==> src/rtl/trig_emul.sv <==
// Self-test trigger emulator: issues a programmed LCT train, schedules an L1A per event at the
// selected latency plus a signed offset, and counts the matcher's MATCH/NO_MATCH responses.
module trig_emul #(
  parameter int unsigned NOM_LAT_S  = 128,
  parameter int unsigned NOM_LAT_L  = 500,
  parameter int unsigned XDLY_STEP  = 16,
  parameter int unsigned FIFO_DEPTH = 4,
  parameter int unsigned RESP_WAIT  = 16
) (
  input  logic        CLK,
  input  logic        RST,
  input  logic        START,
  input  logic [15:0] NTRIG,
  input  logic [7:0]  SPACING,
  input  logic        LAT_12_5US,
  input  logic [1:0]  XL1DLYSET,
  input  logic [2:0]  OFFSET,
  input  logic [1:0]  MODE,
  input  logic        MATCH_IN,
  input  logic        NO_MATCH_IN,
  output logic        LCT,
  output logic        L1A,
  output logic        BUSY,
  output logic        DONE,
  output logic [15:0] LCT_CNT,
  output logic [15:0] L1A_CNT,
  output logic [15:0] MATCH_CNT,
  output logic [15:0] NOMATCH_CNT
);

  localparam int unsigned PW = (FIFO_DEPTH > 1) ? $clog2(FIFO_DEPTH) : 1;
  localparam int unsigned CW = $clog2(FIFO_DEPTH + 1);
  localparam int unsigned WW = $clog2(RESP_WAIT + 1);

  typedef enum logic [1:0] {StIdle, StRun, StDrain, StDone} state_e;

  state_e state_q, state_d;

  logic [9:0]  ts_q;
  logic [15:0] ntrig_q;
  logic [7:0]  spacing_q, sp_q;
  logic        lat_l_q;
  logic [1:0]  xdly_q, mode_q;
  logic [2:0]  off_q;
  logic [WW-1:0] wait_q;

  logic [9:0]    fifo_mem_q [FIFO_DEPTH];
  logic [PW-1:0] rd_ptr_q, wr_ptr_q;
  logic [CW-1:0] fifo_cnt_q;

  logic        lct_q, l1a_q;
  logic [15:0] lct_cnt_q, l1a_cnt_q, match_cnt_q, nomatch_cnt_q;

  logic       fifo_empty, fifo_full, pop, push, issue, need_push;
  logic [9:0] lat, target;

  function automatic logic [15:0] sat_inc(input logic [15:0] v);
    return (v == 16'hFFFF) ? v : v + 16'd1;
  endfunction

  function automatic logic [PW-1:0] ptr_inc(input logic [PW-1:0] p);
    return (p == PW'(FIFO_DEPTH - 1)) ? '0 : p + PW'(1);
  endfunction

  always_comb begin
    fifo_empty = (fifo_cnt_q == '0);
    fifo_full  = (fifo_cnt_q == CW'(FIFO_DEPTH));
    // Targets are monotonic, so only the head can ever be due.
    pop        = !fifo_empty && (fifo_mem_q[rd_ptr_q] == ts_q);
    need_push  = (mode_q != 2'b01);
    issue      = (state_q == StRun) && (lct_cnt_q != ntrig_q) && (sp_q == 8'd0) &&
                 (!need_push || !fifo_full || pop);
    push       = issue && need_push;
    lat        = (lat_l_q ? 10'(NOM_LAT_L) : 10'(NOM_LAT_S)) + 10'(xdly_q) * 10'(XDLY_STEP);
    target     = ts_q + lat + {{7{off_q[2]}}, off_q};
  end

  always_comb begin
    state_d = state_q;
    unique case (state_q)
      StIdle:  if (START) state_d = StRun;
      StRun:   if (lct_cnt_q == ntrig_q) state_d = StDrain;
      StDrain: if (fifo_empty && (wait_q == WW'(RESP_WAIT - 1))) state_d = StDone;
      StDone:  state_d = StIdle;
    endcase
  end

  always_ff @(posedge CLK) begin
    if (push) fifo_mem_q[wr_ptr_q] <= target;
  end

  always_ff @(posedge CLK) begin
    if (RST) begin
      state_q       <= StIdle;
      ts_q          <= '0;
      ntrig_q       <= '0;
      spacing_q     <= '0;
      sp_q          <= '0;
      lat_l_q       <= 1'b0;
      xdly_q        <= '0;
      off_q         <= '0;
      mode_q        <= '0;
      wait_q        <= '0;
      rd_ptr_q      <= '0;
      wr_ptr_q      <= '0;
      fifo_cnt_q    <= '0;
      lct_q         <= 1'b0;
      l1a_q         <= 1'b0;
      lct_cnt_q     <= '0;
      l1a_cnt_q     <= '0;
      match_cnt_q   <= '0;
      nomatch_cnt_q <= '0;
    end else begin
      state_q <= state_d;
      ts_q    <= ts_q + 10'd1;
      lct_q   <= issue && (mode_q != 2'b10);
      l1a_q   <= pop;

      if (push) wr_ptr_q <= ptr_inc(wr_ptr_q);
      if (pop)  rd_ptr_q <= ptr_inc(rd_ptr_q);
      case ({push, pop})
        2'b10:   fifo_cnt_q <= fifo_cnt_q + CW'(1);
        2'b01:   fifo_cnt_q <= fifo_cnt_q - CW'(1);
        default: fifo_cnt_q <= fifo_cnt_q;
      endcase

      if ((state_q == StIdle) && START) begin
        ntrig_q       <= NTRIG;
        spacing_q     <= SPACING;
        lat_l_q       <= LAT_12_5US;
        xdly_q        <= XL1DLYSET;
        off_q         <= OFFSET;
        mode_q        <= MODE;
        sp_q          <= '0;
        lct_cnt_q     <= '0;
        l1a_cnt_q     <= '0;
        match_cnt_q   <= '0;
        nomatch_cnt_q <= '0;
      end else begin
        if (issue) lct_cnt_q <= sat_inc(lct_cnt_q);
        if (pop)   l1a_cnt_q <= sat_inc(l1a_cnt_q);
        if (state_q != StIdle) begin
          if (MATCH_IN)    match_cnt_q   <= sat_inc(match_cnt_q);
          if (NO_MATCH_IN) nomatch_cnt_q <= sat_inc(nomatch_cnt_q);
        end
        // A stalled issue restarts the spacing timer from the cycle it finally goes out.
        if (issue)              sp_q <= spacing_q;
        else if (sp_q != 8'd0)  sp_q <= sp_q - 8'd1;
      end

      if ((state_q == StDrain) && fifo_empty) wait_q <= wait_q + WW'(1);
      else                                    wait_q <= '0;
    end
  end

  assign LCT         = lct_q;
  assign L1A         = l1a_q;
  assign BUSY        = (state_q == StRun) || (state_q == StDrain);
  assign DONE        = (state_q == StDone);
  assign LCT_CNT     = lct_cnt_q;
  assign L1A_CNT     = l1a_cnt_q;
  assign MATCH_CNT   = match_cnt_q;
  assign NOMATCH_CNT = nomatch_cnt_q;

endmodule

==> config.mk <==
export PLATFORM = sky130hd
export DESIGN_NAME = trig_emul
export DESIGN_NICKNAME = d
export VERILOG_FILES = /design/src/rtl/trig_emul.sv
export SDC_FILE = /design/constraint.sdc
export NUM_CORES = 1
export LEC_CHECK = 0
export CAP_MARGIN = 0
export CELL_PAD_IN_SITES_DETAIL_PLACEMENT = 2
export CELL_PAD_IN_SITES_GLOBAL_PLACEMENT = 2
export CORE_ASPECT_RATIO = 0.9
export CORE_MARGIN = 3
export CORE_UTILIZATION = 31
export CTS_CLUSTER_DIAMETER = 50
export DETAILED_ROUTE_END_ITERATION = 10
export PLACE_DENSITY_LB_ADDON = 0.2
export RECOVER_POWER = 50
export SYNTH_ARGS = -nofsm -noshare
export SYNTH_HDL_FRONTEND = slang
export SYNTH_SLANG_ARGS = --single-unit
==> constraint.sdc <==
create_clock -name CLK -period 3.5 [get_ports CLK]
set_input_delay 0.7 -clock CLK [delete_from_list [all_inputs] [get_ports CLK]]
set_output_delay 0.7 -clock CLK [all_outputs]
set_load 0.005 [all_outputs]
# After elaboration in Yosys (flattened, before gate mapping)
# Memories as Yosys holds them, arrays and structs flattened. A register that Yosys moved wholly into a read port is not among the register bits.
# Cells that the tools add are included.
# totals
ff_bits	130
latchBits	0
ramBits	40
mem_bits_ro	0
in_bits	37
output_inout_bits	68
wordCells	103
memories	1
# classes
addsub	14
multipliers	0
div_mod_pow	0
n_lt_le_gt_ge	0
eq_ne	21
shifts	0
muxes	14
bitwise	5
n_reduce_logical	29
# mem_list
memory	words	width	rd	rd_ports_with_merged_regs	wr	line	rtl
fifo_mem_q	4	10	1	1	1	47	logic [9:0] fifo_mem_q [FIFO_DEPTH];
# op_table
operator	n
adder 16 x 1 -> 16 bit (second input constant)	4
== test 16 bit (second input constant)	4
adder 10 bit	2
== test 16 bit	1
2-to-1 mux 8 bit	2
!= test 16 bit	1
2-to-1 mux 2 bit	7
adder 10 x 1 -> 10 bit (second input constant)	1
adder 9 x 6 -> 10 bit	1
== test 10 bit	1
== test 2 bit (second input constant)	5
logical AND 1 bit	9
2-to-1 mux 9 bit	1
AND reduction 3 bit	3
logical NOT 8 bit	1
!= test 2 bit (second input constant)	4
case mux 2 bit (4 select lines)	1
nonzero test 8 bit	1
subtractor 8 x 1 -> 8 bit (second input constant)	1
case mux 3 bit (2 select lines)	1
nonzero test 2 bit	3
adder 5 x 1 -> 5 bit (second input constant)	1
== test 5 x 4 -> 1 bit (second input constant)	1
inverter 1 bit	5
other kinds (13)	22

# Depth between registers and ports, before layout
# depth
depth_word	8
mapped_depth	17
mapped_depth_nobuf	15

# Worst setup path before layout
# OpenSTA, ideal clock, no wires.
# synth_timing
kind	register -> register
startpoint	reg with a tool-made name
endpoint	reg fifo_cnt_q[2]
setup_ps	70
arrival_ps	3216
setup_slack_ps	214
path_stages_with_launch	18
cell_sequence	dfxtp_1 > buf_2 > buf_4 > mux2i_1 > nand2_1 > a21o_1 > and4_4 > a21boi_4 > buf_6 > clkbuf_1 > nor2_1 > inv_1 > ha_1 > inv_1 > fa_1 > xor2_1 > or3_1 > a21oi_1
# synth_lines
item	line	rtl
end signal, assigned	122	2'b10: fifo_cnt_q <= fifo_cnt_q + CW'(1);
end signal, assigned	123	2'b01: fifo_cnt_q <= fifo_cnt_q - CW'(1);
end signal, assigned	124	default: fifo_cnt_q <= fifo_cnt_q;
end, declared	49	logic [CW-1:0] fifo_cnt_q;

# Worst setup path in the final report
# layout_timing
startpoint	reg lat_l_q
endpoint	mem fifo_mem_q[2][9], data pin
# layout_between
elab_chain_cells	4
# layout_rtl
item	line	rtl
start, declared	42	logic lat_l_q;
start signal, assigned	99	lat_l_q <= 1'b0;
start signal, assigned	130	lat_l_q <= LAT_12_5US;
2-to-1 mux 9 bit	74	lat = (lat_l_q ? 10'(NOM_LAT_L) : 10'(NOM_LAT_S)) + 10'(xdly_q) * 10'(XDLY_STEP);
adder 9 x 6 -> 10 bit	74	
adder 10 bit (2 in a row)	75	target = ts_q + lat + {{7{off_q[2]}}, off_q};
net target[9]	55	logic [9:0] lat, target;
end, declared	47	
# The timed path passes the listed nets, and every way through them passes these cells.

==> results.md <==
• result of the run: finished, violations left
• violations in the final reports: capacitance limit, slew limit
• max-capacitance violation count: 2
• proportion of synthesized chip area in sequential cells: 46.4%
• dominant register cell in the synthesized netlist: sky130_fd_sc_hd__dfxtp_1
• maximum level of the CTS H-tree: 4
• placeable core area: 0.0261 sq mm
• startpoint of the worst hold path: spacing_q[6]
• post-cts sizing count: 0
• final routed wirelength across all metal layers: 24900 um
• number of inserted filler cells in the final layout: 2828
• total count of max-transition violations in the final report: 72
• Clock Sink Count: 172
• average size of a mapped cell: 9.48 sq um
• Post-Syn Nets: 955
• capture point of the worst reg-to-reg path: fifo_mem_q[2][9]
• DR DRC count: 0
• maximum clock path buffer count: 2
• CTS tree: built
• largest area contributor in the netlist: sky130_fd_sc_hd__dfxtp_1
• # IOs: 105
• Fmax achieved: 0.304 GHz
• leakage power summed over all cells: 3.99 nW
• post-synth top area share: 31.9%
• final worst slack: 0.207 ns
• Setup WS pre-CTS: 0.168 ns
• area grow syn2layout: 25.0%
• worst vdd rail ir drop: 0.000301 V
• effective utilization at floorplan: 31.7%
• initial antenna violation count: 1
• TritonRoute pass-1 iters: 4
• top fanout value on the critical path: 6
• half-perimeter wire length of the detailed placement result: 18000 um
• Final nets: 1067
• routed wire length per instance: 18.5 um
• count of buffers added by post-CTS timing repair for setup: 0
• cell count after synthesis: 873
• slew at the pin closest to its max-slew limit: 1.82 ns
• RSZ-0062 raised after global routing: false
• via count: 6809
• ANT cells: 0
• global-route wire length before repair: 40600 um
• time the worst path needs with I/O delays and setup: 3.29 ns
• clock network latency to the later pin of the worst-skew pair: 0.43 ns
• number of rows in the core area: 56
• routability congestion estimate: 0.750
• pin count of the biggest net entering global routing: 37
• Die Y-Extent: 161 um
• drt via density: 5.06
• number of setup violations in the final report: 0
• width of the die: 178 um
• number of synthesized register bits: 172
• required time of the critical path: 3.70 ns
• worst setup path startpoint: lat_l_q
• count of nets left with antenna violations after detail routing: 0
• quantity of hold-fixing buffers added after cts: 0
• number of endpoints with negative hold slack in the final report: 0
• post-synthesis cell type count: 54
• arrival time of data at the critical path endpoint: 3.49 ns
• cell area after technology mapping: 0.00828 sq mm
• register clock-pin slew on the reported worst setup and hold paths: 0.07 ns
• Crit Path Category: register to register
• GRT Residual Overflow: 0
• depth of the most critical reg-to-reg path: 10
• number of buffers created by CTS: 17
• power density over the cells: 554 mW/mm^2
• setup slack of the worst register-to-register path: 0.21 ns
• cell types with the largest area share after synthesis: sky130_fd_sc_hd__dfxtp_1 (32%), sky130_fd_sc_hd__edfxtp_1 (15%), sky130_fd_sc_hd__xor2_1 (5.5%)
• Placed Cells: 1314
• total negative setup slack: 0 ns
• layout cells sized above 1: 6.51%
• asr flop ratio synth: 0%
• count of flip-flops with a built-in enable after synthesis: 40
• vias in the first global route: 7335
• end of the critical path: fifo_mem_q[2][9]
• final clock period utilization by the worst path: 94.1%
• Worst Skew: 0.0168 ns
• type of the worst min-delay path: register to register
• start of the worst register-to-register path: lat_l_q
• worst relative slew slack: -21.5%
• crit path capture type: register
• yosys warns: 0
• total power draw: 5.73 mW
• final non-filler cell total: 1346
• library cell used as clock root buffer: sky130_fd_sc_hd__clkbuf_16
• count of buffers from port buffering: 104
• GRT Overall Usage: 17.8%
• number of DRC markers in iteration 0: 363
• area of the die: 0.0287 sq mm
• CP startpoint kind: register
[cell usage in the layout (no fill, tap or decap), drive strengths merged, types with 3 or more instances in the layout]
cell type	count
nor3	8
nor2	60
o21ai	27
nand3	36
clkinvlp	3
and4	5
and2	6
clkbuf	26
nand2	110
ha	36
or3	22
clkdlybuf4s50	46
nor4	8
a21o	3
buf	24
dlygate4sd3	57
and3	29
clkinv	3
xnor2	24
mux4	3
nand4	23
dfxtp	132
inv	41
mux2i	23
xor2	52
nand2b	4
fa	9
edfxtp	40
or4	16
o31ai	11
a31oi	3
o211ai	5
a21oi	80
[registers in the layout, indices dropped and copies added (netlist names), 5 cells and up, named ones only]
signal       count
L1A_CNT         16
NOMATCH_CNT     16
sp_q             8
fifo_mem_q      40
MATCH_CNT       16
wait_q           5
spacing_q        8
ntrig_q         16
ts_q            10
LCT_CNT         16
[Yosys cell counts (all sizes together) (4+ instances only)]
master and n:
nor4 8, ha 36, mux2i 23, xor2 52
and4 5, o21ai 27, buf 10, inv 36
nand4 23, clkbuf 30, edfxtp 40, or4 16
nand3 36, and2 6, xnor2 24, o211ai 5
nor3 8, fa 9, a21oi 80, nand2b 4
nand2 110, nor2 60, or3 22, dfxtp 132
o31ai 11, and3 29
[cells by family after synthesis]
| family | Yosys count | synth area share (%) |
|---|---|---|
| flip-flops | 172 | 46.4 |
| adder cells (fa/ha/maj) | 45 | 7.62 |
| buffers and inverters | 76 | 3.75 |
| XOR/XNOR | 76 | 8.04 |
| multiplexers | 26 | 3.60 |
| AND/OR/NAND/NOR | 332 | 20.0 |
| AO/OA/AOI/OAI | 146 | 10.6 |
[worst min path at each step]
stage	endpoint	slack, ns	depth (start not counted)
after floorplan	wait_q[0]	0.42	1
after global placement	wait_q[0]	0.44	1
after detailed placement	wait_q[0]	0.44	1
after CTS	spacing_q[2]	0.47	2
after global routing	wait_q[0]	0.48	1
final	spacing_q[6]	0.46	2
[report_power, final]
group / total [mW] / switching, mW / internal, mW
logic: 1.49 / 0.933 / 0.560
clock network: 1.83 / 0.839 / 0.989
registers: 2.41 / 0.139 / 2.27
[critical path, cell delays in order (launching register included)]
cell and delay [ns]:
sky130_fd_sc_hd__dfxtp_1 0.41, sky130_fd_sc_hd__fa_1 0.54, sky130_fd_sc_hd__inv_1 0.05, sky130_fd_sc_hd__fa_1 0.49
sky130_fd_sc_hd__inv_1 0.04, sky130_fd_sc_hd__ha_1 0.33, sky130_fd_sc_hd__a21oi_1 0.27, sky130_fd_sc_hd__o21bai_1 0.10
sky130_fd_sc_hd__a21oi_1 0.31, sky130_fd_sc_hd__o21ai_0 0.17, sky130_fd_sc_hd__xnor2_1 0.34
[through the flow]
step                hold slack, ns  instance area (sq um)  util [%]
finish                       0.462                  10300      39.6
detailed placement           0.444                   9820      37.6
global route                 0.483                  10300      39.6
CTS                          0.468                  10400      39.7
global placement             0.435                   9820      37.6
floorplan                    0.418                   8280         -
[routing by layer]
metal | track usage (%) | share of wire, % | up-vias
li1 | - | - | 3299
met1 | 24.4 | 48 | 3404
met2 | 30.1 | 49 | 91
met3 | 2.66 | 2.3 | 15
met4 | 3.51 | 0.82 | 0
met5 | 0 | 0 | -
[area by class of cell]
class | instances | area, sq um | share of cell area, %
clock buffer | 20 | 437 | 4.22
clock inverter | 12 | 113 | 1.09
inverter | 36 | 135 | 1.31
multi-input combinational | 625 | 4120 | 39.8
sequential | 172 | 3840 | 37.2
tap | 348 | 435 | 4.21
timing repair buffer | 133 | 1260 | 12.2
(Power assumes the default switching activity.)
